`config.mk`:
```
export PLATFORM = sky130hd
export DESIGN_NAME = neopixel
export DESIGN_NICKNAME = d
export VERILOG_FILES = /design/src/rtl/neopixel.sv
export SDC_FILE = /design/constraint.sdc
export NUM_CORES = 2
export LEC_CHECK = 0
export BUFFER_PORTS_ARGS = -buffer_cell sky130_fd_sc_hd__buf_2
export CORE_MARGIN = 4
export CORE_UTILIZATION = 60
export DETAILED_ROUTE_END_ITERATION = 10
export MAX_ROUTING_LAYER = met4
export PLACE_DENSITY = 0.75
export SETUP_SLACK_MARGIN = 0.4
export SYNTH_ARGS = -nofsm -noshare
export SYNTH_HDL_FRONTEND = slang
export SYNTH_SLANG_ARGS = --single-unit
```
`constraint.sdc`:
```
create_clock -name clk -period 5.6 [get_ports clk]
set_input_delay 0 -clock clk [delete_from_list [all_inputs] [get_ports clk]]
set_output_delay 0 -clock clk [all_outputs]
set_load 0.02 [all_outputs]
```
`src/rtl/neopixel.sv`:
```
// ---------------------------------------------------------------------------
// neopixel
//   WS2812 / NeoPixel strip driver with an internal frame buffer holding
//   NUM_LEDS 24-bit pixel words.  Pixel writes come in via the color_clock
//   strobe, which may be asynchronous to clk.  The strip is refreshed
//   continuously and autonomously over the single-wire leds output.
//
// Ports
//   clk          in   1   system clock, all logic on posedge (~25 MHz)
//   rst          in   1   asynchronous active-high reset
//   color        in   24  pixel word {G,R,B}, transmitted MSB first
//   address      in   16  pixel index for the write, 0..NUM_LEDS-1
//   color_clock  in   1   write strobe; a rising edge writes color to
//                         buffer[address]
//   leds         out  1   serial NeoPixel data line (registered)
//
// Timing
//   Every bit occupies exactly T_BIT cycles on leds: T0H or T1H cycles high,
//   then low for the rest of the period.  The last bit of a pixel stays in
//   BITS for only T_BIT-1 cycles.  The one-cycle LOAD that fetches the next
//   word supplies the missing cycle, so the bit pitch never changes.
//
//   After the last pixel the line is held low for the latch gap.  Measured
//   from the end of the last bit period to the next frame's first rising
//   edge, this gap is exactly T_RESET cycles.
//
//   leds is registered.  It therefore trails the FSM by one cycle, which
//   shifts every edge equally and leaves all widths and periods intact.
// ---------------------------------------------------------------------------
module neopixel #(
    parameter int NUM_LEDS = 150,
    parameter int T_BIT    = 32,
    parameter int T0H      = 10,
    parameter int T1H      = 20,
    parameter int T_RESET  = 1500
) (
    input  logic        clk,
    input  logic        rst,
    input  logic [23:0] color,
    input  logic [15:0] address,
    input  logic        color_clock,
    output logic        leds
);

    // ------------------------------------------------------------------
    // Widths and constants
    // ------------------------------------------------------------------
    localparam int IW   = (NUM_LEDS > 1) ? $clog2(NUM_LEDS) : 1;
    localparam int CMAX = (T_RESET > T_BIT) ? T_RESET : T_BIT;
    localparam int CW   = $clog2(CMAX + 1);

    localparam logic [CW-1:0] RESET_LAST     = CW'(T_RESET - 1);
    localparam logic [CW-1:0] BIT_LAST       = CW'(T_BIT - 1);
    // The last bit of a pixel ends one cycle early; LOAD or LATCH completes it.
    localparam logic [CW-1:0] BIT_LAST_SHORT = CW'(T_BIT - 2);
    localparam logic [CW-1:0] HIGH_ONE       = CW'(T1H);
    localparam logic [CW-1:0] HIGH_ZERO      = CW'(T0H);
    localparam logic [IW-1:0] IDX_LAST       = IW'(NUM_LEDS - 1);
    localparam logic [16:0]   NUM_LEDS_W     = 17'(NUM_LEDS);
    localparam logic [4:0]    BIT_MSB        = 5'd23;

    typedef enum logic [1:0] {
        ST_LATCH = 2'd0,
        ST_LOAD  = 2'd1,
        ST_BITS  = 2'd2
    } state_t;

    // ------------------------------------------------------------------
    // Strobe synchronizer and rising-edge detect
    // ------------------------------------------------------------------
    logic [2:0] sync_q;
    logic [2:0] sync_d;
    logic       wr_edge;
    logic       addr_ok;
    logic       wr_en;

    // Shift the raw strobe into a 2-FF synchronizer plus one history stage.
    always_comb begin
        sync_d = {sync_q[1:0], color_clock};
    end

    // Synchronizer register, cleared by reset.
    always_ff @(posedge clk or posedge rst) begin
        if (rst) begin
            sync_q <= 3'b000;
        end else begin
            sync_q <= sync_d;
        end
    end

    // A write happens only on a 0->1 transition of the synchronized strobe
    // and only when the address is in range.
    always_comb begin
        wr_edge = sync_q[1] & ~sync_q[2];
        addr_ok = ({1'b0, address} < NUM_LEDS_W);
        wr_en   = wr_edge & addr_ok;
    end

    // ------------------------------------------------------------------
    // Frame buffer (RAM, not touched by reset)
    // ------------------------------------------------------------------
    logic [23:0] mem [NUM_LEDS];
    logic [23:0] load_word;

    // Pixel write port.  Reads below see the pre-write value in the same
    // cycle, which gives read-before-write when LOAD and a write collide.
    always_ff @(posedge clk) begin
        if (wr_en) begin
            mem[address[IW-1:0]] <= color;
        end
    end

    // ------------------------------------------------------------------
    // Output FSM
    // ------------------------------------------------------------------
    state_t      state_q, state_d;
    logic [CW-1:0] cnt_q, cnt_d;
    logic [IW-1:0] idx_q, idx_d;
    logic [4:0]    bit_q, bit_d;
    logic [23:0]   shift_q, shift_d;
    logic          leds_q, leds_d;

    // Read port of the frame buffer, addressed by the pixel being loaded.
    always_comb begin
        load_word = mem[idx_q];
    end

    // Next-state and output logic for the serializer.
    always_comb begin
        state_d = state_q;
        cnt_d   = cnt_q;
        idx_d   = idx_q;
        bit_d   = bit_q;
        shift_d = shift_q;
        leds_d  = 1'b0;

        case (state_q)
            ST_LATCH: begin
                idx_d = '0;
                if (cnt_q == RESET_LAST) begin
                    cnt_d   = '0;
                    state_d = ST_LOAD;
                end else begin
                    cnt_d = cnt_q + 1'b1;
                end
            end

            ST_LOAD: begin
                shift_d = load_word;
                bit_d   = BIT_MSB;
                cnt_d   = '0;
                state_d = ST_BITS;
            end

            ST_BITS: begin
                leds_d = (cnt_q < (shift_q[23] ? HIGH_ONE : HIGH_ZERO));
                if (bit_q != 5'd0) begin
                    if (cnt_q == BIT_LAST) begin
                        cnt_d   = '0;
                        bit_d   = bit_q - 5'd1;
                        shift_d = {shift_q[22:0], 1'b0};
                    end else begin
                        cnt_d = cnt_q + 1'b1;
                    end
                end else begin
                    if (cnt_q == BIT_LAST_SHORT) begin
                        cnt_d = '0;
                        if (idx_q == IDX_LAST) begin
                            state_d = ST_LATCH;
                        end else begin
                            idx_d   = idx_q + 1'b1;
                            state_d = ST_LOAD;
                        end
                    end else begin
                        cnt_d = cnt_q + 1'b1;
                    end
                end
            end

            default: begin
                state_d = ST_LATCH;
                cnt_d   = '0;
                idx_d   = '0;
            end
        endcase
    end

    // FSM state, counters, shift register and the registered line driver.
    always_ff @(posedge clk or posedge rst) begin
        if (rst) begin
            state_q <= ST_LATCH;
            cnt_q   <= '0;
            idx_q   <= '0;
            bit_q   <= 5'd0;
            shift_q <= 24'd0;
            leds_q  <= 1'b0;
        end else begin
            state_q <= state_d;
            cnt_q   <= cnt_d;
            idx_q   <= idx_d;
            bit_q   <= bit_d;
            shift_q <= shift_d;
            leds_q  <= leds_d;
        end
    end

    assign leds = leds_q;

endmodule

```
==> summary.txt <==
TIMING
-------------------------------------------------------------------------------------------
Max Transition Viols Final                                                               10
Total setup violations reported at the end of the flow                                    0
Worst Tran Pin Value                                                                1.58 ns
Final hold violation count                                                                0
Setup clock skew after layout                                                     0.0825 ns
Hold slack final                                                                  0.0271 ns
Setup repair after global routing missed its margin                                   false
Fin Setup TNS                                                                          0 ns
Worst slew margin                                                                   -0.0614
Achievable Freq                                                                     199 MHz
Share of the cycle needed by the critical path after routing                          0.896
Minimum clock period after layout                                                   5.02 ns

DIE
-------------------------------------------------------------------------------------------
Overall die area                                                                 243000 µm²
Height of the die                                                                    493 µm
Ports placed on the boundary                                                             44
Core area                                                                        234000 µm²
Initial core utilization                                                              0.605
Row count                                                                               177
Horiz. Die Dim                                                                       493 µm

ROUTE
-------------------------------------------------------------------------------------------
Antenna viol nets, final                                                                  0
Number of design-rule violations left by the first detailed-router iteration          15000
Final WL                                                                          421000 µm
DR vias/cell                                                                           7.25
Detailed Routing Iterations Pass 1                                                        8
Post-route DRC                                                                            0
Drt wl/cell                                                                         40.4 µm
Via count                                                                             75600

SYNTHESIS
-------------------------------------------------------------------------------------------
Count of mapped cells out of synthesis                                                 6560
Avg Synthesized Cell Area                                                          21.6 µm²
Number of distinct standard cells referenced by the synthesized netlist                  80
Post-Synth XOR/XNOR Area                                                           0.000991
Sequential-to-total area share from yosys stat                                        0.774
Number of synthesized register bits                                                    3654
Number of nets produced by synthesis                                                   6612
Number of enable-type register cells in the synthesized netlist                        3600
Multiplexer fraction of the synthesized cell area                                     0.153
Syn Std Cell Area                                                                141000 µm²
Largest family of logic cells by synthesized area                              multiplexers
Area fraction in and, or, nand and nor cells after synthesis                         0.0242
Number of synthesis warnings                                                              0
Most instantiated flip-flop cell in the synthesis netlist                          edfxtp_1
Adder and majority gate portion of the synthesized area                            0.000796
Fraction of the mapped netlist area in compound gates                                0.0302
Asr flop ratio synth                                                                 0.0148

CLOCK NETWORK
-------------------------------------------------------------------------------------------
CTS Buf Count                                                                           366
Clock-pin slew of the registers on the worst-case setup and hold paths              0.06 ns
Clock sink count                                                                       3654
Maximum clock path buffer count                                                           4
Cell at the root of the clock tree                                                clkbuf_16
H-tree level count                                                                        5
CTS hold repair buffers                                                                  38
Clock Latency Late Sink                                                             1.02 ns
# Post-CTS Setup Buffers                                                                  0
TritonCTS clock tree                                                                  built
Cells resized by post-CTS repair                                                          0

WORST SETUP PATH
-------------------------------------------------------------------------------------------
Critical Path Slowest Stage Cell                                                     nor4_1
Data required, critical path                                                        6.48 ns
Cell seen most often among critical-path stages                                      nor4_1
Maximum net fanout on the critical path                                                  34
Kind of start point of the critical path                                           register
Endpoint type of the worst setup path                                              register
Critical Setup Path Class                                                        reg -> reg
Maximum single-stage delay on the critical path                                     1.34 ns
Crit-path cells                                                                buf_12, buf_4, mux4_2, a22oi_1, a21boi_0, nor4_1, nor4_1, a211o_1
Data arrival at the endpoint of the critical path                                   5.90 ns

POWER AND IR DROP
-------------------------------------------------------------------------------------------
Power per standard cell area                                                     341 nW/µm²
Maximum ir drop on the vdd rail                                                    0.302 mV
Leakage power summed over all cells                                                 48.2 nW
Total power draw                                                                   0.0540 W

FINAL LAYOUT
-------------------------------------------------------------------------------------------
Commonest cells after routing, fill and taps aside                             edfxtp_1, mux4_2, clkbuf_16
Share of post-route cells with drive strength above 1                                 0.262
Area delta synth->final                                                               12.1%
Nets                                                                                   7032
Post-route cell area                                                             158000 µm²
Leading cell type in the layout, fill and taps excluded                            edfxtp_1
Filler cell count in the final layout                                                 13900
Cell Count, Final, Fillers Out                                                        10400

PLACED DESIGN
-------------------------------------------------------------------------------------------
GPL Wtd Cong                                                                           1.04
Count of input and output buffers                                                        43
Detail Placement HPWL                                                             248000 µm
Instance area at placement                                                       147000 µm²
Number of placed instances, taps included                                              9705

GLOBAL ROUTING
-------------------------------------------------------------------------------------------
Global-route wire length before repair                                            586000 µm
Global route total overflow                                                               0
Global-route usage over all layers                                                    0.359
Antenna violations before repair                                                         47
Via count of the first global-routing pass                                            73100
Largest net degree at the start of global routing                                       110

RUN STATUS
-------------------------------------------------------------------------------------------
Violations in the final reports                                                capacitance limit, slew limit
Result of the run                                                              finished, violations left

MIN PATH
-------------------------------------------------------------------------------------------
Min-Delay Path Class                                                              in -> reg

FLOW RUN
-------------------------------------------------------------------------------------------
Count of max-cap constraint violations                                                    3

## synthesized netlist by cell type, types with 35 or more instances
master	count	area [µm²]
nand3_1	74	370
mux4_2	831	18700
a21oi_1	115	576
buf_2	114	571
buf_6	69	777
nor2_1	297	1110
buf_4	38	285
dfrtp_1	54	1350
mux2i_1	281	2810
edfxtp_1	3600	108000
a31oi_1	35	219
o22ai_1	53	332
a221oi_1	45	394
clkbuf_1	121	454
o21ai_0	62	310
a22oi_1	108	811
nand2_1	221	830
## per-layer routing
metal	part of all wire	wire, µm	track usage	up-vias
met5	0	0	-	-
met4	0.064	27000	0.178	0
met3	0.16	69300	0.131	1385
met2	0.44	186000	0.497	6967
met1	0.33	139000	0.477	38800
li1	-	-	-	28500
## per-stage QoR
stage,setup slack [ns],utilization
detailed placement,0.947,0.628
global route,0.774,0.678
finish,0.580,0.678
floorplan,2.19,-
global placement,1.05,0.628
CTS,0.929,0.678
## report_power, final
group	internal, W	total [W]	switching [W]	leakage [nW]
logic	0.0000538	0.000621	0.000568	9.72
clock network	0.0133	0.0233	0.0100	5.45
registers	0.0300	0.0300	0.00000116	33.1
## layout make-up
| type | count | area [µm²] | share of cell area |
|---|---|---|---|
| Antenna cell | 45 | 113 | 0.000711 |
| Clock buffer | 466 | 9730 | 0.0614 |
| Inverter | 15 | 71.3 | 0.000450 |
| Sequential cell | 3654 | 109000 | 0.691 |
| Timing Repair Buffer | 420 | 3600 | 0.0227 |
| Clock inverter | 165 | 1420 | 0.00898 |
| Multi-Input combinational cell | 2523 | 30200 | 0.190 |
| Tap cell | 3132 | 3920 | 0.0247 |
## worst max-delay path, delay by kind of cell (launching register included)
| kind | cells | cell delay (ns) |
|---|---|---|
| buffers and inverters | 2 | 0.65 |
| and+or+nand+nor | 2 | 1.47 |
| AOI/OAI and AO/OA | 3 | 0.90 |
| DFF | 1 | 1.31 |
| muxes | 1 | 0.52 |
## state kept, by name (all words and copies together) (netlist names)
signal / cells
bit_q: 5
cnt_q: 11
idx_q: 8
leds: 1
mem: 3600
shift_q: 24
state_q: 2
sync_q: 3
## final timing paths
path | startpoint | end | slack, ns | cells after the start
min in group asynchronous | rst | sync_q[0] | 0.36 | 5
worst min-delay path | color[7] | mem[25][7] | 0.03 | 2
worst max-delay path | idx_q[0] | shift_q[3] | 0.58 | 8
worst max register to register | idx_q[0] | shift_q[3] | 0.58 | 8
worst min register to register | sync_q[1] | sync_q[2] | 0.37 | 0
max in group asynchronous | rst | idx_q[2] | 4.45 | 5
## logic make-up after synthesis
logic type | after synthesis
adders and majority gates | 9
xor gates and xnor gates | 16
buffers and inverters | 383
DFF | 3654
and+or+nand+nor | 767
AOI/OAI and AO/OA | 606
muxes | 1125
(Power assumes the default switching activity.)
